===== src/rtl/cga_mac_segpt_bank.sv =====
// MAC segment/page-table register group with one PCR per interrupt level and
// a sequenced clear-all of the PCR bank. All state updates on the falling edge of MCLK.
module cga_mac_segpt_bank #(
    parameter int NLEVEL = 16,
    parameter int LVLW   = 4,
    parameter int PCRW   = 16,
    parameter int SEGW   = 8,
    parameter int XPTW   = 2
) (
    input  logic            MCLK,
    input  logic            RESETN,
    input  logic [PCRW-1:0] FIDBO,
    input  logic            LLDPCR,
    input  logic [LVLW-1:0] WLVL,
    input  logic [LVLW-1:0] CURLVL,
    input  logic            LLDSEG,
    input  logic            LLDEXM,
    input  logic            EXMN,
    input  logic            CLRREQ,
    output logic [PCRW-1:0] PCR,
    output logic [SEGW-1:0] SEG,
    output logic            SEGZN,
    output logic [XPTW-1:0] XPT,
    output logic            PEX,
    output logic            VEX,
    output logic            BUSY,
    output logic            DONE,
    output logic            LDERR
);

    // Handshake: BUSY is high for exactly NLEVEL cycles while entries are
    // cleared in index order; DONE then pulses for one cycle. PCR writes are
    // only accepted in IDLE; a write offered at any other time is dropped and
    // reported by a one-cycle LDERR pulse after the offending edge.
    typedef enum logic [1:0] {
        S_IDLE  = 2'd0,
        S_CLEAR = 2'd1,
        S_DONE  = 2'd2
    } state_t;

    localparam logic [LVLW-1:0] LAST_IDX = LVLW'(NLEVEL - 1);

    state_t          state_q;
    logic [LVLW-1:0] cnt_q;
    logic            busy_q;
    logic            done_q;
    logic            lderr_q;
    logic [PCRW-1:0] pcr_mem_q [NLEVEL];
    logic [PCRW-1:0] pcr_q;
    logic [PCRW-1:0] pcr_d;
    logic [SEGW-1:0] seg_q;
    logic [XPTW-1:0] xpt_q;
    logic            exmr_q;
    logic            wr_en;
    logic            clr_en;

    assign wr_en  = (state_q == S_IDLE) && LLDPCR;
    assign clr_en = (state_q == S_CLEAR);

    // PCR shows the active level's entry as it stands after this edge,
    // so a same-edge write or clear of that index is forwarded here.
    always_comb begin
        pcr_d = pcr_mem_q[CURLVL];
        if (wr_en && (WLVL == CURLVL)) begin
            pcr_d = FIDBO;
        end else if (clr_en && (cnt_q == CURLVL)) begin
            pcr_d = '0;
        end
    end

    always_ff @(negedge MCLK or negedge RESETN) begin
        if (!RESETN) begin
            state_q <= S_IDLE;
            cnt_q   <= '0;
            busy_q  <= 1'b0;
            done_q  <= 1'b0;
            lderr_q <= 1'b0;
            pcr_q   <= '0;
            seg_q   <= '0;
            xpt_q   <= '0;
            exmr_q  <= 1'b0;
            for (int i = 0; i < NLEVEL; i++) begin
                pcr_mem_q[i] <= '0;
            end
        end else begin
            pcr_q   <= pcr_d;
            lderr_q <= LLDPCR && (state_q != S_IDLE);
            done_q  <= 1'b0;

            if (LLDSEG) begin
                seg_q <= FIDBO[SEGW-1:0];
            end
            if (LLDEXM) begin
                xpt_q  <= FIDBO[XPTW-1:0];
                exmr_q <= ~EXMN;
            end

            // Write precedes clear: both can only happen on different states.
            if (wr_en) begin
                pcr_mem_q[WLVL] <= FIDBO;
            end
            if (clr_en) begin
                pcr_mem_q[cnt_q] <= '0;
            end

            case (state_q)
                S_IDLE: begin
                    if (CLRREQ) begin
                        state_q <= S_CLEAR;
                        cnt_q   <= '0;
                        busy_q  <= 1'b1;
                    end
                end
                S_CLEAR: begin
                    cnt_q <= cnt_q + LVLW'(1);
                    if (cnt_q == LAST_IDX) begin
                        state_q <= S_DONE;
                        busy_q  <= 1'b0;
                        done_q  <= 1'b1;
                    end
                end
                S_DONE: begin
                    state_q <= S_IDLE;
                end
                default: begin
                    state_q <= S_IDLE;
                end
            endcase
        end
    end

    assign PCR   = pcr_q;
    assign SEG   = seg_q;
    assign SEGZN = |seg_q;
    assign XPT   = xpt_q;
    assign PEX   = exmr_q & xpt_q[0];
    assign VEX   = exmr_q & xpt_q[1];
    assign BUSY  = busy_q;
    assign DONE  = done_q;
    assign LDERR = lderr_q;

endmodule


===== config.mk =====
export PLATFORM = sky130hd
export DESIGN_NAME = cga_mac_segpt_bank
export DESIGN_NICKNAME = d
export VERILOG_FILES = /design/src/rtl/cga_mac_segpt_bank.sv
export SDC_FILE = /design/constraint.sdc
export NUM_CORES = 1
export LEC_CHECK = 0
export ABC_AREA = 1
export CAP_MARGIN = 20
export CORE_MARGIN = 3
export CORE_UTILIZATION = 60
export DETAILED_ROUTE_END_ITERATION = 7
export PLACE_DENSITY = 0.82
export SLEW_MARGIN = 20
export SYNTH_ARGS = -nofsm -noshare
export SYNTH_HDL_FRONTEND = slang
export SYNTH_SLANG_ARGS = --single-unit
export TNS_END_PERCENT = 30

===== constraint.sdc =====
create_clock -name MCLK -period 2.5 [get_ports MCLK]
set_clock_uncertainty 0.05 [all_clocks]
set_input_delay 0.375 -clock MCLK [delete_from_list [all_inputs] [get_ports MCLK]]
set_output_delay 0.375 -clock MCLK [all_outputs]
set_load 0.01 [all_outputs]

; ---- After elaboration in Yosys (flattened, before gate mapping)
; Index checks and enable logic that the tools add are counted.
[op_classes]
muxes = 22
div_mod_pow = 0
n_shift = 0
n_addsub = 1
n_eq_ne = 6
n_mul = 0
bitwise = 8
reduce_logical = 13
magnitude_cmp = 5
[ops]
columns = cell, n
row1 = 256-bit 2-to-1 mux, 2
row2 = 256-bit bitwise AND, 1
row3 = 256-bit bitwise mux, 1
row4 = 256-bit inverter, 1
row5 = 16-bit demux with 4-bit select, 2
row6 = 16-bit 2-to-1 mux, 6
row7 = 16-bit binary-select mux with 4-bit select, 1
row8 = 5-bit >= comparator (second input constant), 3
row9 = 4-bit inverter with 5-bit output, 3
row10 = 5-bit by 1-bit less-than comparator with 1-bit output (second input constant), 2
row11 = 4-bit == test, 2
row12 = 4-bit case mux with 2 select lines, 1
row13 = 8-bit OR reduction, 1
row14 = 1-bit logical AND, 6
row15 = 4-bit by 1-bit adder with 4-bit output (second input constant), 1
row16 = 4-bit == test (second input constant), 1
row17 = 1-bit 2-to-1 mux, 4
row18 = 2-bit 2-to-1 mux, 2
row19 = 4-bit 2-to-1 mux, 1
row20 = 2-bit case mux with 2 select lines, 1
row21 = 2-bit AND reduction, 2
row22 = 2-bit nonzero test, 2
row23 = 3-bit AND reduction, 1
row24 = 1-bit bitwise AND, 2
row25 = other kinds (6), 6
[totals]
mem_bits_ro = 0
register_bits = 292
n_memories = 0
elab_cells = 80
latch_bits = 0
ramBits = 0
output_inout_bits = 32
in_bits = 31

; ---- Depth between registers and ports, before layout
; Gate-level depths: netlist of the first run.
[depth]
word_depth = 9
depth_mapped = 11

==> results of run 1 <==
==> worst reg2reg max path, delay by kind of cell (launching register included) <==
family | cells | cell delay [ps]
and+or+nand+nor | 3 | 790
buffers and inverters | 2 | 370
DFF | 1 | 460
AOI/OAI and AO/OA | 2 | 410
==> logic make-up (layout without fill, tap and decap cells) <==
family,Yosys count,count (layout)
buffers and inverters,372,550
multiplexers,3,3
adder cells (fa/ha/maj),4,4
XOR/XNOR,5,5
AO/OA/AOI/OAI,105,105
flip-flops,292,292
AND/OR/NAND/NOR,1307,1307
==> final cells by class <==
class / instances / area, µm² / area share [%]
inverter: 244 / 989.7 / 5.129
multi-input combinational: 1424 / 6828 / 35.38
tap: 324 / 405.4 / 2.101
timing repair buffer: 248 / 2616 / 13.56
clock inverter: 13 / 225.2 / 1.167
clock buffer: 42 / 897.1 / 4.649
timing repair inverter: 3 / 27.53 / 0.1427
sequential: 292 / 7307 / 37.87
==> synthesized netlist by cell type, drive strengths merged, types with 4 or more instances <==
cell type | number | share of area (%)
a21oi | 47 | 1.5
nand3 | 199 | 6.6
clkbuf | 73 | 1.8
ha | 4 | 0.33
o21ai | 57 | 1.9
buf | 55 | 2.1
nand2 | 424 | 11
nor3 | 219 | 8.8
inv | 241 | 6.0
nor2 | 462 | 11
xnor2 | 5 | 0.29
dfrtn | 292 | 48
==> power groups by stage <==
stage / Sequential (mW) / Combinational (mW) / Clock, mW
2_1_floorplan: 7.47 / 3.52 / 0
3_3_place_gp: 7.64 / 5.03 / 0
3_5_place_dp: 7.73 / 5.29 / 0
4_1_cts: 7.69 / 5.33 / 5.09
5_1_grt: 7.94 / 6.26 / 5.27
6_report: 7.79 / 5.63 / 5.10
==> layer usage <==
layer / global-route usage (%) / wire [µm]
met1: 50.68 / 19470
met2: 60.73 / 24680
met3: 9.204 / 6518
met4: 23.52 / 3732
met5: 0 / 14
==> state kept, by name, indices dropped and copies added, names as in the netlist <==
signal     cells
XPT            2
cnt_q          4
pcr_mem_q    256
state_q        2
PCR           16
exmr_q         1
BUSY           1
SEG            8
LDERR          1
DONE           1
==> final timing paths <==
path	startpoint	to	depth (start not counted)
max in group asynchronous	RESETN	pcr_mem_q[205]$_DFF_NN0_	2
max reg2reg	state_q[0]$_DFFE_NN0P_	pcr_mem_q[201]$_DFF_NN0_	7
max	SEG[5]$_DFFE_NN0P_	SEGZN	3
min reg2reg	pcr_mem_q[195]$_DFF_NN0_	pcr_mem_q[195]$_DFF_NN0_	2
min in group asynchronous	RESETN	DONE$_DFF_NN0_	1
min	pcr_mem_q[195]$_DFF_NN0_	pcr_mem_q[195]$_DFF_NN0_	2
==> what timing repair did <==
item	in CTS	in global routing
hold endpoints to repair	0	0
cloned	2	6
pin swaps	7	12
setup buffers	10	15
setup endpoints to repair	304	199
gates resized for setup	188	84
==> stage by stage <==
step / hold slack [ps] / cells
floorplan: 384.9 / 2088
global placement: 402.9 / 2507
detailed placement: 409.8 / 2507
CTS: 407.0 / 2573
global route: 439.8 / 2590
finish: 413.8 / 2590
==> results.sh, run 1 <==
export IMPL_vias_per_cell=5.985
export IMPL_internal_power_mw=11.90
export IMPL_async_reset_ff_share_pct=100.0
export IMPL_fin_nets=2279
export IMPL_r2r_setup_slack_ps=250
export IMPL_synth_xor_area_share_pct=0.2882
export IMPL_synth_cell_types=27
export IMPL_routed_wl_um=54410
export IMPL_fillers=1609
export IMPL_io_pins=63
export IMPL_dieArea_um2=27270
export IMPL_crit_arrival_ps=2790
export IMPL_cts_root_buf="clkbuf_16"
export IMPL_via_count=15500
export IMPL_cts_buffers=31
export IMPL_rsz0062_at_grt="yes"
export IMPL_final_cell_mix="nor2_1, nand2_1, dfrtn_1"
export IMPL_slew_headroom_pct=40.04
export IMPL_core_area_um2=24600
export IMPL_grt_pass1_vias=15210
export IMPL_pwr_share_comb_pct=30.4
export IMPL_power_frac_clock_pct=27.6
export IMPL_yosysWarningCount=0
export IMPL_antenna_found_initial=1
export IMPL_synth_ff_type="dfrtn_1"
export IMPL_synth_compound_area_share_pct=3.474
export IMPL_ir_drop_mv=0.7554
export IMPL_syn_to_final_growth_pct=26.97
export IMPL_switching_share_pct=35.74
export IMPL_hold_violations=0
export IMPL_crit_buf_inv=1
export IMPL_rows=57
export IMPL_crit_chain="nor4_4 > nand2_1 > buf_2"
export IMPL_p_sw_mw=6.620
export IMPL_syn_avg_cell_area_um2=7.278
export IMPL_hold_buffers=0
export IMPL_netlist_instances=2088
export IMPL_insertion_delay_ps=560
export IMPL_synth_adder_area_share_pct=0.3293
export IMPL_synth_edf_count=0
export IMPL_first_pass_iters=6
export IMPL_critical_path_top_delay_family="simple AND/OR/NAND/NOR gates"
export IMPL_drc_errors=0
export IMPL_placed_cell_area_um2=17610
export IMPL_fin_tns_setup_ps=-11640
export IMPL_grt_max_degree=64
export IMPL_cpMaxStageDelayCell="dfrtn_1"
export IMPL_drtIter0Drc=2306
export IMPL_synth_simple_gate_area_share_pct=37.67
export IMPL_post_place_ws_ps=-985.7
export IMPL_synth_seq_cells=292
export IMPL_worstPathRequired_ps=2080
export IMPL_port_buffers=62
export IMPL_violations="setup timing"
export IMPL_final_cell_area_um2=19300
export IMPL_setup_viol=54
export IMPL_synth_top_family_by_area="simple AND/OR/NAND/NOR gates"
export IMPL_critical_path_class="reg -> out"
export IMPL_status="finished, violations left"
export IMPL_drv_cap=0
export IMPL_power_leakage_nw=9.941
export IMPL_die_w_um=165.2
export IMPL_clockBufferDepth=3
export IMPL_worstMarginPinSlew_ps=897.2
export IMPL_slew_violations=0
export IMPL_synth_area_um2=15200
export IMPL_clkTransAtPathRegs_ps=50
export IMPL_grt_ovfl_total=0
export IMPL_cts_tree="built"
export IMPL_gp_congestion=0.9873
export IMPL_total_power_mw=18.52
export IMPL_track_usage_pct=39.36
export IMPL_seq_area_frac_synth_pct=48.08
export IMPL_final_util_pct=78.42
export IMPL_fin_ws_ps=-711.5
export IMPL_synthMuxAreaShare_pct=0.2223
export IMPL_synth_nets=2123
export IMPL_layout_commonest_cell="nor2_1"
export IMPL_max_stage_delay_ps=390
export IMPL_initial_core_util_pct=61.76
export IMPL_p_per_area_nw_per_um2=959.9
export IMPL_grt_pass1_wl_um=82080
export IMPL_drive_gt1_share_pct=19.37
export IMPL_num_antenna_cells=0
export IMPL_cp_start_kind="flop"
export IMPL_wl_per_cell_um=21.01
export IMPL_clock_sinks=292
export IMPL_final_antenna_net_count=0
export IMPL_worstSetupEndpointType="output port"
export IMPL_die_h_um=165.2
export IMPL_hp_class="reg -> reg"
export IMPL_hpwl_um=35050
export IMPL_crit_fanout=2
export IMPL_htreeDepth=1
export IMPL_seqPwrFrac_pct=42.1
No activity file was read; power rests on OpenSTA's default activity.
==> run 2: changes to the inputs <==
Settings changed: MAX_ROUTING_LAYER from default to met4.
==> results.sh, run 2 (synthesis results as in run 1) <==
export IMPL_htreeDepth=2
export IMPL_fin_nets=2280
export IMPL_drtIter0Drc=2205
export IMPL_crit_chain="nor4_1 > nand2_1 > buf_2"
export IMPL_post_layout_nonfiller_instances=2593
export IMPL_worstSetupEndpointType="output port"
export IMPL_status="finished, violations left"
export IMPL_power_frac_clock_pct=27.6
export IMPL_clkTransAtPathRegs_ps=40
export IMPL_max_stage_delay_ps=360
export IMPL_routed_wl_um=54730
export IMPL_first_pass_iters=7
export IMPL_switching_share_pct=35.77
export IMPL_io_pins=63
export IMPL_drc_errors=0
export IMPL_drive_gt1_share_pct=19.79
export IMPL_pwr_share_comb_pct=30.6
export IMPL_grt_pass1_wl_um=82720
export IMPL_cpMaxStageDelayCell="dfrtn_1"
export IMPL_setup_viol=37
export IMPL_fin_ws_ps=-609.4
export IMPL_die_h_um=165.2
export IMPL_hold_violations=0
export IMPL_internal_power_mw=11.88
export IMPL_largest_reg_flops=256
export IMPL_drv_cap=0
export IMPL_hp_class="reg -> reg"
export IMPL_initial_core_util_pct=61.76
export IMPL_ir_drop_mv=0.7334
export IMPL_grt_pass1_vias=15070
export IMPL_num_antenna_cells=0
export IMPL_worstMarginPinSlew_ps=729.5
export IMPL_place_inst=2506
export IMPL_vias_per_cell=5.996
export IMPL_cts_root_buf="clkbuf_16"
export IMPL_port_buffers=62
export IMPL_power_leakage_nw=10.02
export IMPL_track_usage_pct=40.92
export IMPL_holdWs_ps=412.1
export IMPL_via_count=15550
export IMPL_rsz0062_at_grt="yes"
export IMPL_die_w_um=165.2
export IMPL_core_area_um2=24600
export IMPL_cts_tree="built"
export IMPL_cp_start_kind="flop"
export IMPL_r2r_setup_slack_ps=350
export IMPL_final_antenna_net_count=0
export IMPL_grt_max_degree=59
export IMPL_crit_fanout=2
export IMPL_dieArea_um2=27270
export IMPL_wl_per_cell_um=21.11
export IMPL_gp_congestion=1.028
export IMPL_rows=57
export IMPL_antenna_found_initial=0
export IMPL_top_register="pcr_mem_q"
export IMPL_critical_path_class="reg -> out"
export IMPL_seqPwrFrac_pct=41.8
export IMPL_clock_sinks=292
export IMPL_post_place_ws_ps=-951.6
export IMPL_layout_commonest_cell="nor2_1"
export IMPL_p_sw_mw=6.618
export IMPL_crit_arrival_ps=2680
export IMPL_p_per_area_nw_per_um2=944.0
export IMPL_slew_headroom_pct=51.25
export IMPL_total_power_mw=18.50
export IMPL_grt_ovfl_total=0
export IMPL_cts_buffers=34
export IMPL_final_cell_mix="nor2_1, nand2_1, dfrtn_1"
export IMPL_slew_violations=0
export IMPL_violations="setup timing"
export IMPL_hpwl_um=35110
export IMPL_syn_to_final_growth_pct=28.97
export IMPL_clockBufferDepth=3
export IMPL_worstPathRequired_ps=2080
export IMPL_insertion_delay_ps=520
[run 2: area by class of cell]
class                      instances  area, µm²
timing repair buffer             247       2804
inverter                         244      996.0
multi-input combinational       1425       6930
tap                              324      405.4
clock buffer                      49       1041
sequential                       292       7307
clock inverter                    11      107.6
fill                            1605       5005
timing repair inverter             1      8.758
[run 2: final timing paths]
path / from / end / cells past startpoint
max: SEG[1]$_DFFE_NN0P_ / SEGZN / 3
min: pcr_mem_q[205]$_DFF_NN0_ / pcr_mem_q[205]$_DFF_NN0_ / 2
max reg2reg: state_q[0]$_DFFE_NN0P_ / pcr_mem_q[195]$_DFF_NN0_ / 7
min reg2reg: pcr_mem_q[205]$_DFF_NN0_ / pcr_mem_q[205]$_DFF_NN0_ / 2
max in group asynchronous: RESETN / pcr_mem_q[253]$_DFF_NN0_ / 2
min in group asynchronous: RESETN / pcr_mem_q[166]$_DFF_NN0_ / 1
[run 2: critical path, delay by kind of cell, from the launching register on]
| kind | cells | cell delay, ps |
|---|---|---|
| and+or+nand+nor | 2 | 420 |
| DFF | 1 | 360 |
| buffers and inverters | 1 | 150 |
[run 2: per-stage QoR]
stage	setup TNS (ps)	util, %	cell area (µm²)
3_3_place_gp	-225120	71.48	17590
2_1_floorplan	-25360	-	15700
4_1_cts	-10480	78.17	19230
6_report	-8771	79.66	19600
5_1_grt	-10470	79.66	19600
3_5_place_dp	-231920	71.48	17590
[run 2: layer usage]
layer  vias to the layer above  GRT usage [%]  share of wire (%)
met2                      1069          61.27                 45
met5                         -              -                  0
li1                       6837              -                  -
met1                      7373          52.47                 36
met4                         0          22.76                7.2
met3                       269          8.132                 12
[run 2: repair_timing]
item | CTS | global route
gates resized for setup | 239 | 67
hold buffers | 0 | 0
setup endpoints to repair | 304 | 137
buffers inserted | 12 | 8
pin swaps | 12 | 25
gates cloned | 9 | 5
[run 2: power by group through the flow]
| stage | clock network, mW | logic, mW | registers (mW) |
|---|---|---|---|
| floorplan | 0 | 3.52 | 7.47 |
| global placement | 0 | 5.02 | 7.62 |
| detailed placement | 0 | 5.25 | 7.70 |
| CTS | 5.10 | 5.34 | 7.67 |
| global route | 5.31 | 6.25 | 7.90 |
| finish | 5.11 | 5.66 | 7.73 |
